$ cat config.mk
export PLATFORM = sky130hd
export DESIGN_NAME = adc_serial_responder
export DESIGN_NICKNAME = d
export VERILOG_FILES = /design/src/rtl/adc_resp_pkg.sv /design/src/rtl/adc_edge_sync.sv /design/src/rtl/adc_serial_responder.sv
export SDC_FILE = /design/constraint.sdc
export NUM_CORES = 1
export LEC_CHECK = 0
export CAP_MARGIN = 20
export CORE_MARGIN = 2
export CORE_UTILIZATION = 54
export CTS_CLUSTER_SIZE = 12
export DETAILED_ROUTE_END_ITERATION = 16
export GPL_TIMING_DRIVEN = 0
export PLACE_DENSITY = 0.79
export SYNTH_ARGS = -nofsm -noshare
export SYNTH_HDL_FRONTEND = slang
export SYNTH_SLANG_ARGS = --single-unit
$ cat constraint.sdc
create_clock -name clk_clk -period 2.6 [get_ports clk_clk]
set_input_delay 0.39 -clock clk_clk [delete_from_list [all_inputs] [get_ports clk_clk]]
set_output_delay 0.39 -clock clk_clk [all_outputs]
set_load 0.05 [all_outputs]
$ cat src/rtl/adc_resp_pkg.sv
// Shared types for the ADC serial responder: FSM states and control-byte field positions.
package adc_resp_pkg;

   typedef enum logic [2:0] {
      ST_IDLE   = 3'd0,
      ST_CTRL   = 3'd1,
      ST_SAMPLE = 3'd2,
      ST_STROBE = 3'd3,
      ST_SHIFT  = 3'd4
   } state_t;

   localparam int CTRL_BITS = 8;
   localparam int START_BIT = 7;
   localparam int SEL_HI    = 6;
   localparam int SEL_LO    = 4;
   localparam int UNI_BIT   = 3;
   localparam int SGL_BIT   = 2;
   localparam int PD_HI     = 1;
   localparam int PD_LO     = 0;

endpackage

$ cat src/rtl/adc_edge_sync.sv
// Multi-flop synchronizer for an asynchronous input, with one-clock rise/fall pulses
// derived from the synchronized level.
module adc_edge_sync #(
   parameter int STAGES = 2
) (
   input  logic clk,
   input  logic rst_n,
   input  logic d,
   output logic level,
   output logic rise,
   output logic fall
);

   logic [STAGES-1:0] sync_q;
   logic              prev_q;

   always_ff @(posedge clk) begin
      if (!rst_n) begin
         sync_q <= '0;
         prev_q <= 1'b0;
      end else begin
         sync_q <= {sync_q[STAGES-2:0], d};
         prev_q <= sync_q[STAGES-1];
      end
   end

   assign level = sync_q[STAGES-1];
   assign rise  = level & ~prev_q;
   assign fall  = ~level & prev_q;

endmodule

$ cat src/rtl/adc_serial_responder.sv
// Device-side model of the serial ADC link: takes a control byte, fetches one sample,
// returns it MSB-first after an SSTRB marker. Define ADC_RESP_TESTPAT_EN for a counting test pattern.
module adc_serial_responder
   import adc_resp_pkg::*;
#(
   parameter int DATA_W      = 12,
   parameter int PAD_BITS    = 4,
   parameter int SYNC_STAGES = 2
) (
   input  logic              clk_clk,
   input  logic              reset_reset_n,
   input  logic              ad_sclk,
   input  logic              ad_din,
   output logic              ad_dout,
   output logic              ad_sstrb,
   output logic [2:0]        smp_chan,
   input  logic [DATA_W-1:0] smp_data,
   input  logic              smp_valid,
   output logic              smp_ready,
   output logic [7:0]        underrun_cnt,
   output logic              busy,
   output logic [2:0]        state_dbg
);

   localparam int FRAME_BITS = DATA_W + PAD_BITS;
   localparam int CNT_W      = $clog2(FRAME_BITS + 1);
   localparam logic [CNT_W-1:0] CNT_CTRL_LAST = CNT_W'(CTRL_BITS - 1);
   localparam logic [CNT_W-1:0] CNT_FRAME     = CNT_W'(FRAME_BITS);

   // Handshake: smp_ready is a single-cycle request; the sample is taken in that
   // same cycle if smp_valid is high, otherwise the previous sample is replayed.

   logic sclk_rise, sclk_fall, sclk_lvl_unused;
   logic din_lvl, din_rise_unused, din_fall_unused;

   adc_edge_sync #(.STAGES(SYNC_STAGES)) u_sclk_sync (
      .clk   (clk_clk),
      .rst_n (reset_reset_n),
      .d     (ad_sclk),
      .level (sclk_lvl_unused),
      .rise  (sclk_rise),
      .fall  (sclk_fall)
   );

   adc_edge_sync #(.STAGES(SYNC_STAGES)) u_din_sync (
      .clk   (clk_clk),
      .rst_n (reset_reset_n),
      .d     (ad_din),
      .level (din_lvl),
      .rise  (din_rise_unused),
      .fall  (din_fall_unused)
   );

   state_t                 state_q, state_d;
   logic [CNT_W-1:0]       bit_cnt;
   logic [CTRL_BITS-1:0]   ctrl;
   logic [DATA_W-1:0]      shreg;
   logic                   ctrl_unused;

`ifdef ADC_RESP_TESTPAT_EN
   logic [DATA_W-4:0]      pat_cnt;
   logic                   smp_unused;
   assign smp_unused = ^{smp_data, smp_valid};
`else
   logic [DATA_W-1:0]      last;
`endif

   assign ctrl_unused = ^{ctrl[START_BIT], ctrl[UNI_BIT], ctrl[SGL_BIT], ctrl[PD_HI:PD_LO]};

   always_ff @(posedge clk_clk) begin
      if (!reset_reset_n) state_q <= ST_IDLE;
      else                state_q <= state_d;
   end

   always_comb begin
      state_d = state_q;
      case (state_q)
         ST_IDLE:   if (sclk_rise && din_lvl) state_d = ST_CTRL;
         ST_CTRL:   if (sclk_rise && bit_cnt == CNT_CTRL_LAST) state_d = ST_SAMPLE;
         ST_SAMPLE: state_d = ST_STROBE;
         ST_STROBE: if (sclk_fall && ad_sstrb) state_d = ST_SHIFT;
         ST_SHIFT:  if (sclk_fall && bit_cnt == CNT_FRAME) state_d = ST_IDLE;
         default:   state_d = ST_IDLE;
      endcase
   end

   always_ff @(posedge clk_clk) begin
      if (!reset_reset_n) begin
         bit_cnt      <= '0;
         ctrl         <= '0;
         shreg        <= '0;
         ad_dout      <= 1'b0;
         ad_sstrb     <= 1'b0;
         underrun_cnt <= 8'd0;
`ifdef ADC_RESP_TESTPAT_EN
         pat_cnt      <= '0;
`else
         last         <= '0;
`endif
      end else begin
         case (state_q)
            ST_IDLE: begin
               if (sclk_rise && din_lvl) begin
                  ctrl    <= CTRL_BITS'(1);
                  bit_cnt <= CNT_W'(1);
               end
            end
            ST_CTRL: begin
               if (sclk_rise) begin
                  ctrl    <= {ctrl[CTRL_BITS-2:0], din_lvl};
                  bit_cnt <= bit_cnt + 1'b1;
               end
            end
            ST_SAMPLE: begin
`ifdef ADC_RESP_TESTPAT_EN
               shreg   <= {ctrl[SEL_HI:SEL_LO], pat_cnt};
               pat_cnt <= pat_cnt + 1'b1;
`else
               if (smp_valid) begin
                  shreg <= smp_data;
                  last  <= smp_data;
               end else begin
                  shreg <= last;
                  if (underrun_cnt != 8'hFF) underrun_cnt <= underrun_cnt + 8'd1;
               end
`endif
            end
            ST_STROBE: begin
               // First fall raises the strobe, the second one replaces it with the MSB.
               if (sclk_fall) begin
                  if (!ad_sstrb) begin
                     ad_sstrb <= 1'b1;
                  end else begin
                     ad_sstrb <= 1'b0;
                     ad_dout  <= shreg[DATA_W-1];
                     shreg    <= {shreg[DATA_W-2:0], 1'b0};
                     bit_cnt  <= CNT_W'(1);
                  end
               end
            end
            ST_SHIFT: begin
               // Zeros shifted into shreg provide the padding bits.
               if (sclk_fall) begin
                  if (bit_cnt == CNT_FRAME) begin
                     ad_dout <= 1'b0;
                  end else begin
                     ad_dout <= shreg[DATA_W-1];
                     shreg   <= {shreg[DATA_W-2:0], 1'b0};
                     bit_cnt <= bit_cnt + 1'b1;
                  end
               end
            end
            default: ;
         endcase
      end
   end

`ifdef ADC_RESP_TESTPAT_EN
   assign smp_ready = 1'b0;
`else
   assign smp_ready = (state_q == ST_SAMPLE);
`endif
   assign smp_chan  = ctrl[SEL_HI:SEL_LO];
   assign busy      = (state_q != ST_IDLE);
   assign state_dbg = state_q;

endmodule

# Word-level counts from Yosys, hierarchy flattened
# Cells that the tools add are included.
# word_totals
ff_bits,54
in_bits,17
out_inout_bits,18
wordCells,78
# classes
addsub,2
n_eq_ne,16
muxes,27
bitwise,5
n_reduce_logical,17
# op_table
cell,n
$mux W12,5
$pmux W12 S3,1
$mux W5,6
$pmux W5 S4,1
$ne A2 B2 Y1 const B,9
$pmux W3 S5,1
$mux W7,2
$pmux W7 S2,1
$mux W3,4
$add A8 B1 Y8 const B,1
$ne A8 B8 Y1 const B,1
$reduce_and A4 Y1,2
$reduce_and A7 Y1,1
$eq A3 B2 Y1 const B,2
$reduce_and A3 Y1,2
$reduce_bool A3 Y1,2
$add A5 B1 Y5 const B,1
$eq A5 B3 Y1 const B,1
$eq A5 B5 Y1 const B,1
$mux W1,5
$reduce_and A5 Y1,1
$logic_and A1 B1 Y1,4
$reduce_bool A2 Y1,2
$reduce_bool A4 Y1,1
7 further kinds,10

# Longest topological paths before layout
# Gate-level depths: netlist (run 1).
# depth
depth_word,5
mapped_depth,8
depth_no_buf,7

# Hierarchy
# From an unflattened synthesis (run 1), not the netlist that was laid out.
# unflattened
cells_unflattened,295
hier_area_um2,2602.5
# by_module_without_submodules
module,n_inst,cells_each,area_per_inst_um2,seq_area_each_um2
adc_serial_responder,1,279,2419.8,980.9
adc_edge_sync,2,8,91.3,60.1

# Least setup slack after synthesis (run 1)
# Ideal clock, no wire load.
# synth_timing
path_kind,reg2reg
from,"reg state_q[1], in the netlist state_dbg[1]"
to,reg last[5]
setup_time_ns,0.128
arrival_ns,2.110
required_ns,2.472
slack_ns,0.362
stages_incl_launch_ff,7
path_buffers,3
period_less_slack_ns,2.238
cell_sequence,dfxtp_1 buf_2 nor3b_1 clkbuf_1 buf_2 mux2i_1 nor2_1
# synth_via
elab_chain_cells,1
# synth_lines
element,line,text
from (decl),adc_serial_responder.sv:54,"state_t state_q, state_d;"
from (signal assigned),adc_serial_responder.sv:72,else state_q <= state_d;
$eq A3 B2 Y1,-,
via smp_ready,adc_serial_responder.sv:19,"output logic smp_ready,"
to (signal assigned),adc_serial_responder.sv:121,last <= smp_data;
to (decl),adc_serial_responder.sv:65,logic [DATA_W-1:0] last;
# The timed path passes the listed nets, and every way through them passes these cells.
# A chain may end at the register's enable or synchronous reset.

# Worst setup path in the final report (run 1)
# layout_timing
from,"reg state_q[1], in the netlist state_dbg[1]"
to,out smp_ready
# layout_via
elab_chain_cells,1
# layout_lines
element,line,text
$eq A3 B2 Y1,adc_serial_responder.sv:161,assign smp_ready = (state_q == ST_SAMPLE);
to (decl),adc_serial_responder.sv:19,
# No other way between the ends.

==> run_results.csv, run 1 <==
group,metric,value,unit
yosys,synth.top_cell.area_share,41.9,%
route,drtIter0Drc,152,
grt,grt.total_usage,21.1,%
route,wl_per_cell,13.7,microns
die,core_area,4660,sq um
yosys,synth-seq-area-share,41.9,%
setup_path,worstPathMaxFanout,10,
sta,min_period_over_period,92.0,%
grt,antenna_found_initial,0,
clock_tree,cts_tree,"yes",
flow_run,maxCapViolCount,0,
pwr,ir_drop,0.398,mV
run_status,outcome,"finished, final reports clean",
clock_tree,cts.sinks,54,
grt,overflow,0,
setup_path,cp-end-kind,"output pin",
clock_tree,numCtsBuffers,5,
route,routed_wl,5310,microns
clock_tree,postCtsSetupBuffers,0,
yosys,ys_async_sr_fraction,0,%
sta,fin_skew,0.00837,ns
setup_path,critPathKind,"register to output pin",
placed_design,io_buffers,33,
sta,setup_viol,0,
layout,layout-drive-gt1-share,10.8,%
min_path,hold_path_class,"register to register",
pwr,pwr-share-clk,25.9,%
yosys,synth-seq-cells,54,
yosys,syn_area_per_cell,8.83,sq um
yosys,yosys.area.top_type,"dfxtp_1",
pwr,p_leak,1.13,nW
pwr,power_density,686,nW/um^2
route,vias_per_cell,5.70,
die,die_height,73.1,microns
clock_tree,cts.path.max_buffers,2,
sta,slew_headroom,51.7,%
layout,area_delta_synth_final,19.6,%
grt,grt_pass1_vias,1954,
sta,rsz0062_at_grt,"false",
layout,nNetsFinal,352,
sta,drv_slew,0,
clock_tree,root_buffer,"clkbuf_8",
yosys,syn_inst,292,
clock_tree,path_clk_slew,0.09,ns
layout,finalInstanceArea,3080,sq um
yosys,synth_area_leaders,"dfxtp_1, mux2_2, mux2i_1, nor2_1, nand3_1",
setup_path,crit_arrival,2.00,ns
die,start_util,55.3,%
pwr,p_int,0.00143,W
route,first_pass_iters,4,
clock_tree,h-tree-depth,2,
clock_tree,clock_latency,0.31,ns
yosys,syn_area,2580,sq um
route,drc,0,
pwr,p_sw,0.000689,W
setup_path,critical_path_required,2.21,ns
pwr,seq_power_share,44.5,%
sta,worst_pin_slew,0.714,ns
layout,diodes,0,
yosys,ys_types,49,
grt,grt_max_degree,16,
setup_path,start_kind,"register",
grt,grt_pass1_wl,8800,microns
die,rows,25,
sta,holdWs,0.438,ns
route,vias,2204,
sta,hold_violations,0,
die,io_pins,35,
die,die_w,73.1,microns
route,drtAntennaViolNets,0,
sta,timing.fmax,0.418,GHz
yosys,yosys_warnings,0,
pwr,combPwrFrac,29.6,%
yosys,ys.flop_type,"dfxtp_1",
pwr,swShare,32.6,%
placed_design,postPlaceCellArea,2980,sq um
yosys,synth_edf_count,0,
placed_design,gp_congestion,0.915,
sta,min_period,2.39,ns
die,die-area,5340,sq um
placed_design,dp_hpwl,3840,microns
yosys,synth_nets,312,
critical path, stage by stage (launching register included):
cell and delay [ns]:
dfxtp_1 0.44, buf_2 0.24, nor3b_1 0.19, clkbuf_2 0.26
clkbuf_4 0.27, buf_2 0.29
logic make-up (layout without fill, tap and decap cells):
| group | Yosys count | in the layout | share of synthesized area, % |
|---|---|---|---|
| AND/OR/NAND/NOR | 111 | 111 | 21.7 |
| AO/OA/AOI/OAI | 55 | 55 | 14.0 |
| flip-flops | 54 | 54 | 41.9 |
| multiplexers | 34 | 34 | 14.1 |
| buffers and inverters | 29 | 70 | 4.80 |
| XOR/XNOR | 6 | 6 | 2.04 |
| adder cells (fa/ha/maj) | 3 | 3 | 1.46 |
cell usage after synthesis (2+ instances only):
cell type	instances
a211oi_1	2
a21boi_0	2
a21o_1	2
a21oi_1	9
a22oi_1	6
a31oi_1	4
and2_1	6
and3_1	3
and4_1	2
buf_2	3
buf_4	3
clkbuf_1	13
dfxtp_1	54
ha_1	3
inv_1	8
mux2_2	18
mux2i_1	16
nand2_1	21
nand2b_1	5
nand3_1	20
nand3b_1	2
nand4b_1	2
nor2_1	35
nor2b_1	2
nor3_1	2
nor3b_1	2
nor4_1	2
o21ai_0	16
o22ai_1	3
o31ai_1	3
xnor2_1	3
xor2_1	3
layout by cell type, fill, tap and decap left out, types with 6 or more instances in the layout:
cell type and n:
a21oi_1 9, a22oi_1 6, and2_1 6, clkbuf_1 14, clkdlybuf4s50_1 31, dfxtp_1 54
inv_1 8, mux2_2 18, mux2i_1 16, nand2_1 21, nand3_1 20, nor2_1 35
o21ai_0 16
power by group through the flow:
| stage | sequential, W | clock, W | combinational (W) |
|---|---|---|---|
| floorplan | 0.000995 | 0 | 0.000422 |
| global placement | 0.000958 | 0 | 0.000622 |
| detailed placement | 0.000960 | 0 | 0.000628 |
| CTS | 0.000941 | 0.000562 | 0.000631 |
| global route | 0.000951 | 0.000591 | 0.000685 |
| finish | 0.000942 | 0.000548 | 0.000626 |
cell type report:
cell class / count / area, sq um
clock buffers: 7 / 76.3
well taps: 54 / 67.6
plain buffers: 20 / 93.8
repair buffers: 33 / 328
multi-input cells: 209 / 1370
fillers: 403 / 1580
inverters: 9 / 33.8
flip-flops and latches: 54 / 1080
clock inverters: 1 / 30.0
final timing paths:
kind | startpoint | endpoint | slack, ns | cells after the start
max | state_dbg[1]$_SDFFE_PN0P_ | smp_ready | 0.21 | 5
max reg2reg | state_dbg[1]$_SDFFE_PN0P_ | shreg[3]$_SDFFE_PN0P_ | 0.39 | 7
min | u_din_sync.sync_q[0]$_SDFF_PN0_ | u_din_sync.sync_q[1]$_SDFF_PN0_ | 0.44 | 1
min reg2reg | u_din_sync.sync_q[0]$_SDFF_PN0_ | u_din_sync.sync_q[1]$_SDFF_PN0_ | 0.44 | 1
sequential cells by signal, indices dropped and copies added (netlist names), 2 cells and up:
name,flops
bit_cnt,5
ctrl,7
last,12
shreg,12
state_dbg,3
u_din_sync.sync_q,2
u_sclk_sync.sync_q,2
underrun_cnt,8
per-layer routing:
| metal | track usage, % | wire (microns) | up-vias |
|---|---|---|---|
| met5 | 0 | 0 | - |
| met1 | 28.5 | 2480 | 1017 |
| met3 | 4.01 | 281 | 6 |
| li1 | - | - | 1114 |
| met4 | 9.47 | 68 | 0 |
| met2 | 32.5 | 2470 | 67 |
what timing repair did:
action,CTS,global route
resized for setup,4,4
setup endpoints to repair,1,2
hold buffers,0,0
metrics by stage:
stage / cells / worst slack, ns / utilization, % / TNS [ns] / total power [W]
2_1_floorplan: 292 / 0.362 / - / 0 / 0.00142
3_3_place_gp: 379 / -0.226 / 63.9 / -0.226 / 0.00158
3_5_place_dp: 379 / -0.180 / 63.9 / -0.180 / 0.00159
4_1_cts: 387 / 0.0469 / 66.2 / 0 / 0.00213
5_1_grt: 387 / 0.0976 / 66.2 / 0 / 0.00223
6_report: 387 / 0.208 / 66.2 / 0 / 0.00212
Note: power is estimated with default switching activity, not from simulation.
==> run 2: changes to the inputs <==
- CORE_UTILIZATION: 54 -> 50
- PLACE_DENSITY: 0.79 -> 0.74
==> run 2 against run 1 <==
Effect of this change:
- core utilization down 4.7 points
- sequential share of layout area down 0.20 points
- sequential cell count unchanged
- highest routed layer unchanged
- first-iteration DRC count down 4.6%
- cell area up 0.57%
==> run_results.csv, run 2 (synthesis results as in run 1) <==
group,metric,value,unit
run_status,outcome,"finished, final reports clean",
clock_tree,cts_tree,"yes",
grt,antenna_found_initial,0,
die,io_pins,35,
route,first_pass_iters,4,
sta,fin_skew,0.00948,ns
layout,area_delta_synth_final,20.3,%
clock_tree,path_clk_slew,0.09,ns
sta,min_period,2.46,ns
grt,grt_pass1_vias,2017,
placed_design,io_buffers,33,
clock_tree,numCtsBuffers,5,
clock_tree,clock_latency,0.30,ns
min_path,hold_path_class,"register to register",
layout,layout-drive-gt1-share,10.8,%
grt,grt_max_degree,16,
die,rows,26,
route,drtAntennaViolNets,0,
sta,holdWs,0.441,ns
flow_run,maxCapViolCount,0,
pwr,p_leak,1.13,nW
placed_design,gp_congestion,0.885,
sta,worst_pin_slew,0.688,ns
pwr,pwr-share-clk,25.8,%
clock_tree,cts_hold_buf,0,
clock_tree,root_buffer,"clkbuf_8",
pwr,p_sw,0.000700,W
sta,min_period_over_period,94.5,%
placed_design,postPlaceCellArea,3000,sq um
clock_tree,cts.path.max_buffers,2,
route,wl_per_cell,13.9,microns
setup_path,crit_arrival,2.07,ns
grt,grt_pass1_wl,9090,microns
layout,final_common_cell,"dfxtp_1",
route,drtIter0Drc,145,
route,drc,0,
die,core_area,5040,sq um
setup_path,critPathKind,"register to output pin",
route,vias_per_cell,5.58,
layout,diodes,0,
layout,top_regs,"last: 12 flops, shreg: 12 flops, underrun_cnt: 8 flops",
clock_tree,cts.sinks,54,
setup_path,critical_path_required,2.21,ns
layout,seq_area,1080,sq um
layout,multiInputGateArea,1370,sq um
sta,slew_headroom,54.0,%
setup_path,cp-end-kind,"output pin",
grt,overflow,0,
grt,grt.total_usage,20.6,%
setup_path,worstPathMaxFanout,10,
layout,nNetsFinal,352,
die,die-area,5750,sq um
setup_path,start_kind,"register",
die,die_w,75.8,microns
pwr,ir_drop,0.355,mV
sta,finalSetupTns,0,ns
sta,rsz0062_at_grt,"false",
sta,drv_slew,0,
pwr,p_total,0.00212,W
clock_tree,h-tree-depth,2,
die,die_height,75.8,microns
sta,setup_viol,0,
route,routed_wl,5610,microns
placed_design,dp_hpwl,3920,microns
layout,finalInstanceArea,3100,sq um
layout,num-fill-cells,467,
pwr,combPwrFrac,29.8,%
pwr,swShare,32.9,%
pwr,p_int,0.00142,W
layout,mostFrequentLayoutCells,"dfxtp_1, nor2_1, clkdlybuf4s50_1",
layout,final_util,61.5,%
die,start_util,51.1,%
sta,timing.fmax,0.407,GHz
pwr,seq_power_share,44.4,%
pwr,power_density,685,nW/um^2
route,vias,2248,
sta,hold_violations,0,
[run 2: area by class of cell]
cell class	instances	area share, %
clock buffers	7	2.46
flip-flops and latches	54	34.9
clock inverters	1	0.968
well taps	70	2.82
repair buffers	33	10.6
multi-input cells	209	44.3
inverters	9	1.09
plain buffers	20	2.94
[run 2: final timing paths]
check,endpoint,startpoint,slack [ns],depth (start not counted)
hold / removal,u_sclk_sync.sync_q[1]$_SDFF_PN0_,u_sclk_sync.sync_q[0]$_SDFF_PN0_,0.44,1
setup / recovery,smp_ready,state_dbg[1]$_SDFFE_PN0P_,0.14,5
setup reg to reg,shreg[4]$_SDFFE_PN0P_,state_dbg[1]$_SDFFE_PN0P_,0.34,7
hold reg to reg,u_sclk_sync.sync_q[1]$_SDFF_PN0_,u_sclk_sync.sync_q[0]$_SDFF_PN0_,0.44,1
[run 2: what timing repair did]
| item | CTS | global route |
|---|---|---|
| gates resized for setup | 4 | 3 |
| pin swaps | 0 | 0 |
| setup endpoints to repair | 1 | 2 |
| buffers inserted | 0 | 0 |
[run 2: per-stage QoR]
step / worst slack (ns) / cells
global route: 0.0170 / 403
floorplan: 0.362 / 292
CTS: 0.0427 / 403
detailed placement: -0.210 / 395
global placement: -0.229 / 395
finish: 0.142 / 403
[run 2: power groups by stage]
stage / logic [W] / clock network (W) / registers (W)
global placement: 0.000621 / 0 / 0.000959
CTS: 0.000631 / 0.000560 / 0.000942
floorplan: 0.000422 / 0 / 0.000995
global route: 0.000688 / 0.000591 / 0.000951
finish: 0.000633 / 0.000549 / 0.000943
detailed placement: 0.000628 / 0 / 0.000962
[run 2: metal layers]
layer  GRT usage (%)  vias to the layer above  share of wire, %  wire [microns]
met2            34.4                       70                46            2590
met4            6.63                        0               1.4              78
met5               0                        -                 0               0
met3            4.23                       13               4.4             247
met1            26.6                     1056                48            2690
li1                -                     1109                 -               -
[run 2: worst max-delay path, stage by stage, from the launching register on]
cell	delay, ns
dfxtp_1	0.46
buf_2	0.25
nor3b_1	0.19
clkbuf_2	0.25
buf_2	0.30
buf_2	0.31
